### src/rtl/alu01.sv
// Registered ALU: one-cycle latency, result and carry/borrow/shift-out in a
// single WIDTH+1 bit output register, cleared asynchronously by rst_n.
module alu01 #(
    parameter int WIDTH = 8
) (
    input  logic             clk,
    input  logic             rst_n,
    input  logic [WIDTH-1:0] a,
    input  logic [WIDTH-1:0] b,
    input  logic [3:0]       op,
    output logic [WIDTH:0]   alu_out
);

    typedef enum logic [3:0] {
        OP_ADD  = 4'b0000,
        OP_SUB  = 4'b0001,
        OP_AND  = 4'b0010,
        OP_OR   = 4'b0011,
        OP_XOR  = 4'b0100,
        OP_NOT  = 4'b0101,
        OP_NAND = 4'b0110,
        OP_NOR  = 4'b0111,
        OP_XNOR = 4'b1000,
        OP_SHL  = 4'b1001,
        OP_SHR  = 4'b1010
    } op_t;

    logic [WIDTH:0] result;

    // Unused codes and X/Z on op never match an item, so they fall to zero.
    always_comb begin
        result = '0;
        case (op)
            OP_ADD:  result = {1'b0, a} + {1'b0, b};
            OP_SUB:  result = {1'b0, a} - {1'b0, b};
            OP_AND:  result = {1'b0, a & b};
            OP_OR:   result = {1'b0, a | b};
            OP_XOR:  result = {1'b0, a ^ b};
            OP_NOT:  result = {1'b0, ~a};
            OP_NAND: result = {1'b0, ~(a & b)};
            OP_NOR:  result = {1'b0, ~(a | b)};
            OP_XNOR: result = {1'b0, ~(a ^ b)};
            OP_SHL:  result = {a, 1'b0};
            OP_SHR:  result = {a[0], 1'b0, a[WIDTH-1:1]};
            default: result = '0;
        endcase
    end

    always_ff @(posedge clk or negedge rst_n) begin
        if (!rst_n) begin
            alu_out <= '0;
        end else begin
            alu_out <= result;
        end
    end

endmodule

### config.mk
export PLATFORM = sky130hd
export DESIGN_NAME = alu01
export DESIGN_NICKNAME = d
export VERILOG_FILES = /design/src/rtl/alu01.sv
export SDC_FILE = /design/constraint.sdc
export NUM_CORES = 1
export LEC_CHECK = 0
export CAP_MARGIN = 5
export CORE_ASPECT_RATIO = 1.2
export CORE_MARGIN = 4
export CORE_UTILIZATION = 25
export CTS_CLUSTER_DIAMETER = 60
export DETAILED_ROUTE_END_ITERATION = 8
export PLACE_DENSITY_LB_ADDON = 0.08
export SLEW_MARGIN = 40
export SYNTH_ARGS = -nofsm -noshare
export SYNTH_HDL_FRONTEND = slang
export SYNTH_SLANG_ARGS = --single-unit
### constraint.sdc
create_clock -name clk -period 1.45 [get_ports clk]
set_clock_uncertainty 0.2 [all_clocks]
set_input_delay 0.145 -clock clk [delete_from_list [all_inputs] [get_ports clk]]
set_output_delay 0.145 -clock clk [all_outputs]
set_load 0.01 [all_outputs]
==> out/metrics.yaml <==
syn-instance-count: 215
ctsHoldBuffers: 0
cts-root-buf: "clkbuf_8"
vdd_ir_drop_max_mv: 0.2543
async_flop_share: 1.000
drc: 0
ys.flop_type: "dfrtp_1"
die_x_um: 83.76
cts_htree_levels: 1
area_delta_synth_final_pct: 67.73
post-route-period-util: 1.456
drv_slew: 0
synthXorXnorAreaFrac: 0.1119
io_pins: 31
fin_tns_setup_ps: -4479
critPathRequiredTime_ps: 1360
worstMarginPinSlew_ps: 410.7
postLayoutCoreUtil: 0.4398
synth_mux_area_frac: 0.04070
setup_violations: 8
power.leakage_nw: 1.400
hold_class: "in -> async"
ys_seq_elements: 9
crit_type: "in -> reg"
synth.distinct_cells: 50
clk_path_buf_depth: 2
synth_fa_ha_area_frac: 0.1933
top_register: "alu_out"
dieArea_mm2: 0.008284
grt_usage: 0.1506
fin_crit_ps: 2112
core_area_mm2: 0.006566
synthSimpleGateAreaFrac: 0.1744
fin_cells: 407
cts_tree: "yes"
reg_top3: "alu_out x9"
dpl.hpwl_mm: 4.906
grt_max_degree: 31
cpMostUsedCell: "buf_6"
synth-compound-area-share: 0.2522
cp_cell_sequence: "buf_6, nor2b_4, and3_4, buf_6, a31oi_4, xnor2_1, ha_1, a21o_1, a31o_2, a21oi_2, xor2_1, o21ai_1"
first_global_vias: 2046
seq_area_frac_synth: 0.1308
viasPerCell: 4.776
wl_mm: 6.066
post_drt_wl_per_cell_um: 14.90
rsz0062_at_grt: "yes"
fin_area_mm2: 0.002888
cts.clk_slew.worst_paths_ps: 50
num_antenna_cells: 0
final_nets: 371
synth_area_per_cell_um2: 8.008
violations: "negative setup slack"
largest_reg_flops: 9
antenna_found_initial: 0
fin_ws_ps: -661.5
drv_cap: 0
endpoint_kind: "flip-flop"
start_util: 0.2622
cp.arrival_ps: 2020
overflow: 0
numCtsBuffers: 3
cts.sink_count: 9
syn_nets: 263
vias: 1944
final_cell_mix: "82 x buf_4, 22 x ha_1, 16 x nand2_1"
drtIter0Drc: 85
rows: 32
power_mw: 1.566
synth-edff-count: 0
slowest_delay_ps: 280
final-hold-violation-count: 0
maxSlewHeadroom: 0.7254
startpoint_type: "input pin"
status: "finished with violations"
drive_gt1_frac: 0.4130
gp_congestion: 0.8560
powerDensity_mw_per_mm2: 542.3
fmax_mhz: 473.6
synth.cell_area_mm2: 0.001722
drtAntennaViolNets: 0
layout.cells.most_common: "buf_4"
postPlaceCellArea_mm2: 0.002594
cp_max_fo: 7
portBuffers: 30
synth_top_family_by_area: "compound AO/OA/AOI/OAI gates"
dp.cells: 388
drt_pass1_iterations: 4
grt_first_pass_wirelength_mm: 10.13
pre_cts_slack_ps: -1450
ys_warn_count: 0
fp.dieH_um: 98.91
holdWs_ps: 8.157
crit_slowest_cell: "ha_1"
==> per-layer routing <==
layer | global-route usage | wire length, um
met1 | 0.1976 | 2805
met4 | 0.04208 | 102
met3 | 0.01756 | 214
met2 | 0.2596 | 2944
met5 | 0 | 0
==> timing repair <==
action	in CTS	in global routing
pin swaps	32	12
gates cloned	0	0
setup buffers	18	1
setup endpoints to repair	11	13
resized for setup	76	10
==> synth_stat cells, drive strengths merged (2+ instances only) <==
cell | number | share of area
and3 | 2 | 0.010
a22oi | 2 | 0.0087
a221oi | 2 | 0.010
nor2b | 5 | 0.023
xnor2 | 17 | 0.086
o211ai | 2 | 0.0087
or3 | 3 | 0.011
buf | 13 | 0.051
dfrtp | 9 | 0.13
nor2 | 8 | 0.017
nor4 | 2 | 0.0073
ha | 25 | 0.18
o221ai | 5 | 0.025
a21o | 3 | 0.013
mux2i | 7 | 0.041
o21ai | 10 | 0.029
a32oi | 3 | 0.015
nand3 | 6 | 0.017
o22ai | 5 | 0.018
nand2 | 17 | 0.037
nand2b | 3 | 0.011
xor2 | 5 | 0.025
inv | 20 | 0.044
nor3b | 2 | 0.0087
o31ai | 2 | 0.0087
a21oi | 9 | 0.026
a31oi | 9 | 0.041
nor3 | 3 | 0.0087
==> cells by family (layout without fill, tap and decap cells) <==
kind of cell,Yosys count,after routing
xor gates and xnor gates,22,22
and+or+nand+nor,56,56
muxes,7,7
DFF,9,9
AOI/OAI and AO/OA,61,61
adders and majority gates,26,26
buffers and inverters,34,141
==> area by class of cell <==
cell class,count,area [um2]
fillers,685,3679
multi-input cells,172,1473
repair buffers,117,963.4
flip-flops and latches,9,225.2
well taps,85,106.4
inverters,20,75.07
clock buffers,4,45.04
==> worst max-delay path: cells and delay by family <==
family	cells	cell delay (ps)
compound gates	5	750
xor+xnor	2	290
fa+ha+maj	1	280
buf+inv	2	220
simple gates	2	330
==> power breakdown <==
group	total [mW]	internal (mW)	switching (mW)
registers	0.293	0.285	0.00856
clock network	0.292	0.192	0.101
logic	0.980	0.527	0.454
==> worst max path at each step <==
| stage | from | to | slack, ps | cells past startpoint |
|---|---|---|---|---|
| 6_report | op[0] | alu_out[7] | -660 | 12 |
| 3_5_place_dp | b[0] | alu_out[8] | -1450 | 12 |
| 5_1_grt | op[1] | alu_out[7] | -760 | 12 |
| 4_1_cts | op[1] | alu_out[7] | -650 | 12 |
| 3_3_place_gp | b[0] | alu_out[8] | -1430 | 12 |
| 2_1_floorplan | op[0] | alu_out[7] | -820 | 12 |
(Power assumes the default switching activity.)
